## src/rtl/mem_port_arbiter_pkg.sv

```systemverilog
// Shared types and constants for the IF/MEM memory-port arbiter.
package mem_port_arbiter_pkg;

  typedef enum logic [1:0] {
    ST_IDLE   = 2'd0,
    ST_I_BUSY = 2'd1,
    ST_D_BUSY = 2'd2,
    ST_RESP   = 2'd3
  } arb_state_e;

  // addi x0, x0, 0: returned to fetch when an access is aborted.
  localparam logic [31:0] NOP_INSTR = 32'h0000_0013;

endpackage

```

## src/rtl/mem_port_arbiter_watchdog.sv

```systemverilog
// Access watchdog: counts busy cycles without a memory answer and flags expiry.
module arb_watchdog
  import mem_port_arbiter_pkg::*;
#(
  parameter int unsigned TIMEOUT_CYC = 255
) (
  input  logic clk,
  input  logic rst,
  input  logic clr_i,
  input  logic en_i,
  output logic expire_o
);

  localparam int CW = $clog2(TIMEOUT_CYC + 1);

  logic [CW-1:0] cnt_q;
  logic [CW-1:0] cnt_d;

  // Expiry fires in the cycle whose increment would reach TIMEOUT_CYC.
  assign expire_o = en_i && (cnt_q == CW'(TIMEOUT_CYC - 1));

  always_comb begin
    cnt_d = cnt_q;
    if (clr_i) begin
      cnt_d = {CW{1'b0}};
    end else if (en_i && !expire_o) begin
      cnt_d = cnt_q + 1'b1;
    end else begin
      cnt_d = cnt_q;
    end
  end

  always_ff @(posedge clk or posedge rst) begin
    if (rst) begin
      cnt_q <= {CW{1'b0}};
    end else begin
      cnt_q <= cnt_d;
    end
  end

endmodule

```

## src/rtl/mem_port_arbiter.sv

```systemverilog
// Single-port memory arbiter between fetch (IF) and load/store (MEM); data side has priority.
module mem_port_arbiter
  import mem_port_arbiter_pkg::*;
#(
  parameter int unsigned ADDR_W      = 32,
  parameter int unsigned DATA_W      = 32,
  parameter int unsigned TIMEOUT_CYC = 255
) (
  input  logic                  clk,
  input  logic                  rst,
  input  logic                  i_req,
  input  logic [ADDR_W-1:0]     i_addr,
  input  logic                  i_flush,
  output logic                  i_ready,
  output logic [DATA_W-1:0]     i_rdata,
  input  logic                  d_req,
  input  logic                  d_we,
  input  logic [ADDR_W-1:0]     d_addr,
  input  logic [DATA_W-1:0]     d_wdata,
  input  logic [DATA_W/8-1:0]   d_be,
  output logic                  d_ready,
  output logic [DATA_W-1:0]     d_rdata,
  output logic                  mem_req,
  output logic                  mem_we,
  output logic [ADDR_W-1:0]     mem_addr,
  output logic [DATA_W-1:0]     mem_wdata,
  output logic [DATA_W/8-1:0]   mem_be,
  input  logic                  mem_ready,
  input  logic [DATA_W-1:0]     mem_rdata,
  output logic                  busy,
  output logic                  timeout_err
);

  localparam int BE_W = DATA_W / 8;

  arb_state_e state_q;
  logic       discard_q;
  logic       in_busy;
  logic       wd_expire;

  assign in_busy = (state_q == ST_I_BUSY) || (state_q == ST_D_BUSY);
  assign busy    = (state_q != ST_IDLE);

  arb_watchdog #(
    .TIMEOUT_CYC(TIMEOUT_CYC)
  ) u_watchdog (
    .clk      (clk),
    .rst      (rst),
    .clr_i    (!in_busy),
    .en_i     (in_busy && !mem_ready),
    .expire_o (wd_expire)
  );

  always_ff @(posedge clk or posedge rst) begin
    if (rst) begin
      state_q     <= ST_IDLE;
      discard_q   <= 1'b0;
      i_ready     <= 1'b0;
      i_rdata     <= {DATA_W{1'b0}};
      d_ready     <= 1'b0;
      d_rdata     <= {DATA_W{1'b0}};
      mem_req     <= 1'b0;
      mem_we      <= 1'b0;
      mem_addr    <= {ADDR_W{1'b0}};
      mem_wdata   <= {DATA_W{1'b0}};
      mem_be      <= {BE_W{1'b0}};
      timeout_err <= 1'b0;
    end else begin
      i_ready <= 1'b0;
      d_ready <= 1'b0;
      case (state_q)
        ST_IDLE: begin
          discard_q <= 1'b0;
          if (d_req) begin
            state_q   <= ST_D_BUSY;
            mem_req   <= 1'b1;
            mem_we    <= d_we;
            mem_addr  <= d_addr;
            mem_wdata <= d_wdata;
            mem_be    <= d_be;
          end else if (i_req && !i_flush) begin
            state_q   <= ST_I_BUSY;
            mem_req   <= 1'b1;
            mem_we    <= 1'b0;
            mem_addr  <= i_addr;
            mem_wdata <= {DATA_W{1'b0}};
            mem_be    <= {BE_W{1'b1}};
          end else begin
            state_q <= ST_IDLE;
          end
        end
        // A flush landing on the completion cycle still discards the fetch.
        ST_I_BUSY: begin
          if (mem_ready) begin
            mem_req <= 1'b0;
            state_q <= ST_RESP;
            if (!(discard_q || i_flush)) begin
              i_rdata <= mem_rdata;
              i_ready <= 1'b1;
            end else begin
              discard_q <= 1'b1;
            end
          end else if (wd_expire) begin
            mem_req     <= 1'b0;
            timeout_err <= 1'b1;
            state_q     <= ST_RESP;
            if (!(discard_q || i_flush)) begin
              i_rdata <= DATA_W'(NOP_INSTR);
              i_ready <= 1'b1;
            end else begin
              discard_q <= 1'b1;
            end
          end else begin
            discard_q <= discard_q || i_flush;
          end
        end
        ST_D_BUSY: begin
          if (mem_ready) begin
            mem_req <= 1'b0;
            state_q <= ST_RESP;
            d_ready <= 1'b1;
            if (!mem_we) begin
              d_rdata <= mem_rdata;
            end else begin
              d_rdata <= d_rdata;
            end
          end else if (wd_expire) begin
            mem_req     <= 1'b0;
            timeout_err <= 1'b1;
            state_q     <= ST_RESP;
            d_ready     <= 1'b1;
            d_rdata     <= {DATA_W{1'b0}};
          end else begin
            state_q <= ST_D_BUSY;
          end
        end
        ST_RESP: begin
          state_q <= ST_IDLE;
        end
        default: begin
          state_q <= ST_IDLE;
        end
      endcase
    end
  end

endmodule

```

## config.mk

```make
export PLATFORM = sky130hd
export DESIGN_NAME = mem_port_arbiter
export DESIGN_NICKNAME = d
export VERILOG_FILES = /design/src/rtl/mem_port_arbiter_pkg.sv /design/src/rtl/mem_port_arbiter_watchdog.sv /design/src/rtl/mem_port_arbiter.sv
export SDC_FILE = /design/constraint.sdc
export NUM_CORES = 1
export LEC_CHECK = 0
export BUFFER_PORTS_ARGS = -buffer_cell sky130_fd_sc_hd__buf_2
export CORE_MARGIN = 8
export CORE_UTILIZATION = 47
export DETAILED_ROUTE_END_ITERATION = 10
export GPL_TIMING_DRIVEN = 0
export PLACE_DENSITY = 0.84
export SETUP_SLACK_MARGIN = 0.05
export SKIP_LAST_GASP = 1
export SYNTH_ARGS = -nofsm -noshare
export SYNTH_HDL_FRONTEND = slang
export SYNTH_SLANG_ARGS = --single-unit
```

## constraint.sdc

```tcl
create_clock -name clk -period 5.8 [get_ports clk]
set_input_delay 0.58 -clock clk [delete_from_list [all_inputs] [get_ports clk]]
set_output_delay 0.58 -clock clk [all_outputs]
set_load 0.01 [all_outputs]
```

# [After elaboration in Yosys (flattened, before gate mapping)]
# Cells that the tools add are included.
[classes] addsub=1 mul=0 div_mod_pow=0 magnitude_cmp=0 eq_ne=9 shifts=0 muxes=40 bitwise_logic=2 reduce_logical=21
[ops] cell="2-to-1 mux 32 bit" count=11
[ops] cell="2-to-1 mux 1 bit" count=19
[ops] cell="2-to-1 mux 8 bit" count=2
[ops] cell="AND reduction 3 bit" count=4
[ops] cell="nonzero test 2 bit" count=5
[ops] cell="adder 8 x 1 -> 8 bit, second input constant" count=1
[ops] cell="== test 8 bit, second input constant" count=1
[ops] cell="2-to-1 mux 4 bit" count=2
[ops] cell="case mux 2 bit (4 select lines)" count=1
[ops] cell="2-to-1 mux 2 bit" count=3
[ops] cell="== test 2 bit, second input constant" count=2
[ops] cell="logical AND 1 bit" count=4
[ops] cell="case mux 1 bit (2 select lines)" count=2
[ops] cell="logical NOT 1 bit" count=3
[ops] cell="!= test 3 x 1 -> 1 bit, second input constant" count=1
[ops] cell="!= test 3 x 2 -> 1 bit, second input constant" count=1
[ops] cell="!= test 3 bit, second input constant" count=1
[ops] cell="== test 2 x 1 -> 1 bit, second input constant" count=1
[ops] cell="logical NOT 2 bit" count=1
[ops] cell="logical OR 1 bit" count=2
[ops] cell="!= test 2 x 1 -> 1 bit, second input constant" count=1
[ops] cell="!= test 2 bit, second input constant" count=1
[ops] cell="NOT 1 bit" count=2
[ops] cell="AND reduction 2 bit" count=1
[ops] cell="OR reduction 2 bit" count=1
[totals] reg_bits=148 latchBits=0 ram_bits=0 mem_bits_ro=0 in_bits=139 output_inout_bits=138 wordCells=86 mem_count=0

# [Depth between registers and ports, before layout]
[logic_depth] ltp_word=8 ltp_mapped=9 mapped_depth_nobuf=6

# [Hierarchy]
# A second synthesis with hierarchy kept.
[unflattened] hier_cells=454 hier_area_um2=6465.0
[modules_own_cells] module="mem_port_arbiter" n_inst=1 cells_each=404 area_each_um2=5965.7 seq_area_each_um2=3503.4
[modules_own_cells] module="arb_watchdog" n_inst=1 cells_each=50 area_each_um2=499.2 seq_area_each_um2=200.2

# [Worst setup path before layout]
# Ideal clock, no wire load.
[synth_timing] path_type="reg2reg" from="reg state_q[0]" to="reg i_rdata[10]" setup_time_ns=0.120 arrival_time_ns=1.650 required_ns=5.680 path_slack_ns=4.031 path_stages_with_launch=10 n_path_buf=3 period_less_slack_ns=1.769 cell_sequence="dfrtp_1 -> inv_1 -> ha_1 -> buf_2 -> nand4_2 -> o21ai_2 -> and3_1 -> buf_6 -> buf_12 -> o21ai_2"
[synth_via] elab_chain_len=6 word_cells_on_any_way=7 classes_between="eq/ne: 2; reduce/logical: 5"
[synth_lines] item="start: declaration" line="mem_port_arbiter.sv:36" rtl="arb_state_e state_q;"
[synth_lines] item="start signal: assignment" line="mem_port_arbiter.sv:56" rtl="state_q <= ST_IDLE;"
[synth_lines] item="start signal: assignment" line="mem_port_arbiter.sv:75" rtl="state_q <= ST_D_BUSY;"
[synth_lines] item="start signal: assignment" line="mem_port_arbiter.sv:82" rtl="state_q <= ST_I_BUSY;"
[synth_lines] item="== test 2 x 1 -> 1 bit or == test 2 bit (tied branches)" line="mem_port_arbiter.sv:41, mem_port_arbiter.sv:71"
[synth_lines] item="logical OR 1 bit" line="mem_port_arbiter.sv:41" rtl="assign in_busy = (state_q == ST_I_BUSY) || (state_q == ST_D_BUSY);"
[synth_lines] item="logical AND 1 bit" line="mem_port_arbiter.sv:50" rtl=".en_i (in_busy && !mem_ready),"
[synth_lines] item="logical AND 1 bit" line="mem_port_arbiter_watchdog.sv:20" rtl="assign expire_o = en_i && (cnt_q == CW'(TIMEOUT_CYC - 1));"
[synth_lines] item="nonzero test 2 bit (no source line)"
[synth_lines] item="AND reduction 3 bit (no source line) *"
[synth_lines] item="end signal: assignment" line="mem_port_arbiter.sv:59" rtl="i_rdata <= {DATA_W{1'b0}};"
[synth_lines] item="end signal: assignment" line="mem_port_arbiter.sv:98" rtl="i_rdata <= mem_rdata;"
[synth_lines] item="end signal: assignment" line="mem_port_arbiter.sv:108" rtl="i_rdata <= DATA_W'(NOP_INSTR);"
[synth_lines] item="end: declaration" line="mem_port_arbiter.sv:15" rtl="output logic [DATA_W-1:0] i_rdata,"
# Mark *: on every way between the ends. The rest lies on a longest branch, timed or not.
# A chain may end at the register's enable or synchronous reset.

# [Worst setup path in the final report]
[layout_timing] from="reg state_q[0]" to="out busy"
[layout_via] elab_chain_len=1
[layout_lines] item="nonzero test 2 bit" line="mem_port_arbiter.sv:42" rtl="assign busy = (state_q != ST_IDLE);"
[layout_lines] item="end: declaration" line="mem_port_arbiter.sv:30" rtl="output logic busy,"
# Every way passes these cells.

==> impl_metrics.yaml <==
synth:
  ys_ff_latch: 148
  synth-edff-count: 0
  syn-num-nets: 669
  synth_flop_cell: "dfrtp_1"
  ys.warnings.count: 0
  avgSynthCellArea_um2: 12.0
  synthCells: 524
  syn-cell-area_um2: 6300
  synth_seq_area_share_pct: 58.8
  async_reset_ff_share_pct: 100
  synth_cell_types: 43
route:
  vias: 5373
  ant_nets: 0
  routed_wl_mm: 19.3
  wl_per_cell_um: 19.1
  drc: 0
  first_pass_iters: 5
  drt_first_iter_violations: 213
  viasPerCell: 5.33
critical_path:
  crit_path_start: "state_q[0]"
  cp_top_family: "buffers and inverters"
  crit_required_ns: 5.22
  reg2reg_slack_ns: 3.80
  path_buf_inv: 3
  path_cells: "inv_1 > ha_1 > inv_1 > buf_2"
  worstReg2RegStart: "state_q[0]"
  endpoint_kind: "output port"
  worst-r2r-cell-count: 8
  crit_path_frequent_cell: "inv_1"
  cp_max_fo: 7
  cp-start-kind: "flop"
  crit_arrival_ns: 1.67
  path_depth: 4
  worstSetupPathType: "reg2out"
  crit_slowest_cell: "dfrtp_1"
  slowest_delay_ns: 0.40
grt:
  grt_max_degree: 88
  grt_pass1_vias: 5729
  grt_pass1_wl_mm: 31.1
  antenna_found_initial: 0
  grt_usage_pct: 22.4
  overflow: 0
min_path:
  min_path_type: "in2async"
sta:
  skew_ns: 0.00817
  rsz0062_at_grt: "false"
  fin_crit_sh_pct: 38.8
  slew_violations: 0
  slew_headroom_pct: 62.0
  hold_viol: 0
  tightest_slew_ns: 0.570
  fmax_mhz: 444
  setup_ws_ns: 3.55
  period_needed_ns: 2.25
  setup_violations: 0
flow_run:
  cap_violations: 0
place:
  place_ws_ns: 3.75
  io_buffers: 275
  hpwl_mm: 14.6
  place.gp.congestion: 0.799
power:
  p_total_mw: 4.81
  pwr_density_cell_nw_per_um2: 559
  cellLeakagePower_nw: 4.56
  vdd_drop_max_v: 0.000230
clock_tree:
  clock_sinks: 148
  insertion_delay_ns: 0.42
  cts_htree_levels: 4
  cts-resized-gates: 0
  clk_path_buf_depth: 2
  postCtsHoldBufs: 0
  cts.clk_slew.worst_paths_ns: 0.06
  root_buffer: "clkbuf_16"
  cts_buffers: 17
  cts_tree: "done"
  cts_setup_buffers: 0
floorplan:
  num_rows: 42
  io_pins: 277
  start_util_pct: 47.7
  fp.coreArea_um2: 13200
  die_w_um: 132
  die_area_um2: 17400
  die_h_um: 132
finish:
  drive_gt1_share_pct: 45.4
  layout-area-overhead-vs-synth_pct: 36.7
  nNetsFinal: 964
  diodes: 0
status:
  status: "complete, no violations"
flip-flops by register name (all words and copies together) (netlist names):
register / cells
u_watchdog.cnt_q: 8
i_rdata: 32
discard_q: 1
mem_addr: 32
mem_we: 1
d_ready: 1
mem_wdata: 32
d_rdata: 32
timeout_err: 1
state_q: 2
mem_req: 1
mem_be: 4
i_ready: 1
placed cells by master, fill, tap and decap left out, types with 4 or more instances in the layout:
cell,count
o21ai_2,32
clkbuf_16,17
ha_1,6
bufinv_16,6
inv_1,36
buf_2,293
buf_6,4
mux2i_1,34
nand4_1,29
nand3_1,5
o21ai_0,35
dfrtp_1,148
nand2_1,36
clkbuf_1,17
nor2_1,12
a22o_1,65
o22a_1,5
final cells by class:
type	instances	area, µm²
Fill cell	1032	4580
Sequential cell	148	3700
Multi-Input combinational cell	297	2190
Timing Repair Buffer	276	1400
Clock buffer	20	457
Buffer	42	263
Clock inverter	12	224
Tap cell	176	220
Inverter	37	144
kinds of logic after synthesis:
| family | count (synthesis) | share of synthesized area (%) |
|---|---|---|
| AO/OA/AOI/OAI | 154 | 19.3 |
| flip-flops | 148 | 58.8 |
| AND/OR/NAND/NOR | 101 | 8.66 |
| buffers and inverters | 79 | 6.38 |
| multiplexers | 34 | 5.40 |
| adder cells (fa/ha/maj) | 6 | 1.19 |
| XOR/XNOR | 2 | 0.278 |
per-layer routing:
layer  global-route usage (%)  vias up  routed length (µm)
li1                         -     2477                   -
met1                     26.0     2583                7740
met2                     36.3      274                9210
met3                     9.07       39                1830
met4                     9.19        0                 519
met5                        0        -                   0
where the power goes:
part	total [mW]	internal [mW]	switching, mW
sequential	1.77	1.50	0.271
clock	1.26	0.832	0.432
combinational	1.78	0.772	1.01
total	4.81	3.10	1.71
final timing paths:
path | end
worst max-delay path | busy
worst min-delay path | d_rdata[3]
worst max register to register | d_rdata[6]
worst min register to register | mem_addr[3]
max in group asynchronous | i_rdata[27]
min in group clk | mem_wdata[0]
cells in the mapped netlist, types with 2 or more instances:
cell type / n / area share [%]
o22a_1: 5 / 0.70
a21oi_1: 3 / 0.24
a211oi_1: 2 / 0.24
nand3_1: 5 / 0.40
a31oi_1: 3 / 0.30
o21ai_0: 35 / 2.8
clkbuf_1: 16 / 0.95
xnor2_1: 2 / 0.28
buf_12: 3 / 0.95
mux2i_1: 34 / 5.4
dfrtp_1: 148 / 59
a22o_1: 65 / 9.0
inv_1: 37 / 2.2
o21ai_2: 32 / 4.5
nor2_1: 12 / 0.72
and2_1: 3 / 0.30
ha_1: 6 / 1.2
buf_6: 4 / 0.72
o22a_2: 2 / 0.32
nand2_1: 36 / 2.1
buf_2: 18 / 1.4
nor3b_1: 2 / 0.24
nand4_1: 29 / 2.9
nand2b_1: 3 / 0.30
worst register-to-register path: cells and delay by family (launching register included):
family                   cells  cell delay (ns)
AO/OA/AOI/OAI                2             0.36
buffers and inverters        3             0.47
adder cells (fa/ha/maj)      1             0.28
AND/OR/NAND/NOR              2             0.38
flip-flops                   1             0.40
metrics by stage:
step                cell area [µm²]  cells  utilization [%]  TNS (ns)  hold slack [ns]
CTS                            8610   1008             65.3         0            0.248
global route                   8610   1008             65.3         0            0.256
floorplan                      6300    524                -         0            0.488
detailed placement             7930    976             60.1         0            0.461
global placement               7890    975             59.8    -55.55            0.448
finish                         8610   1008             65.3         0            0.231
(Power assumes the default switching activity.)
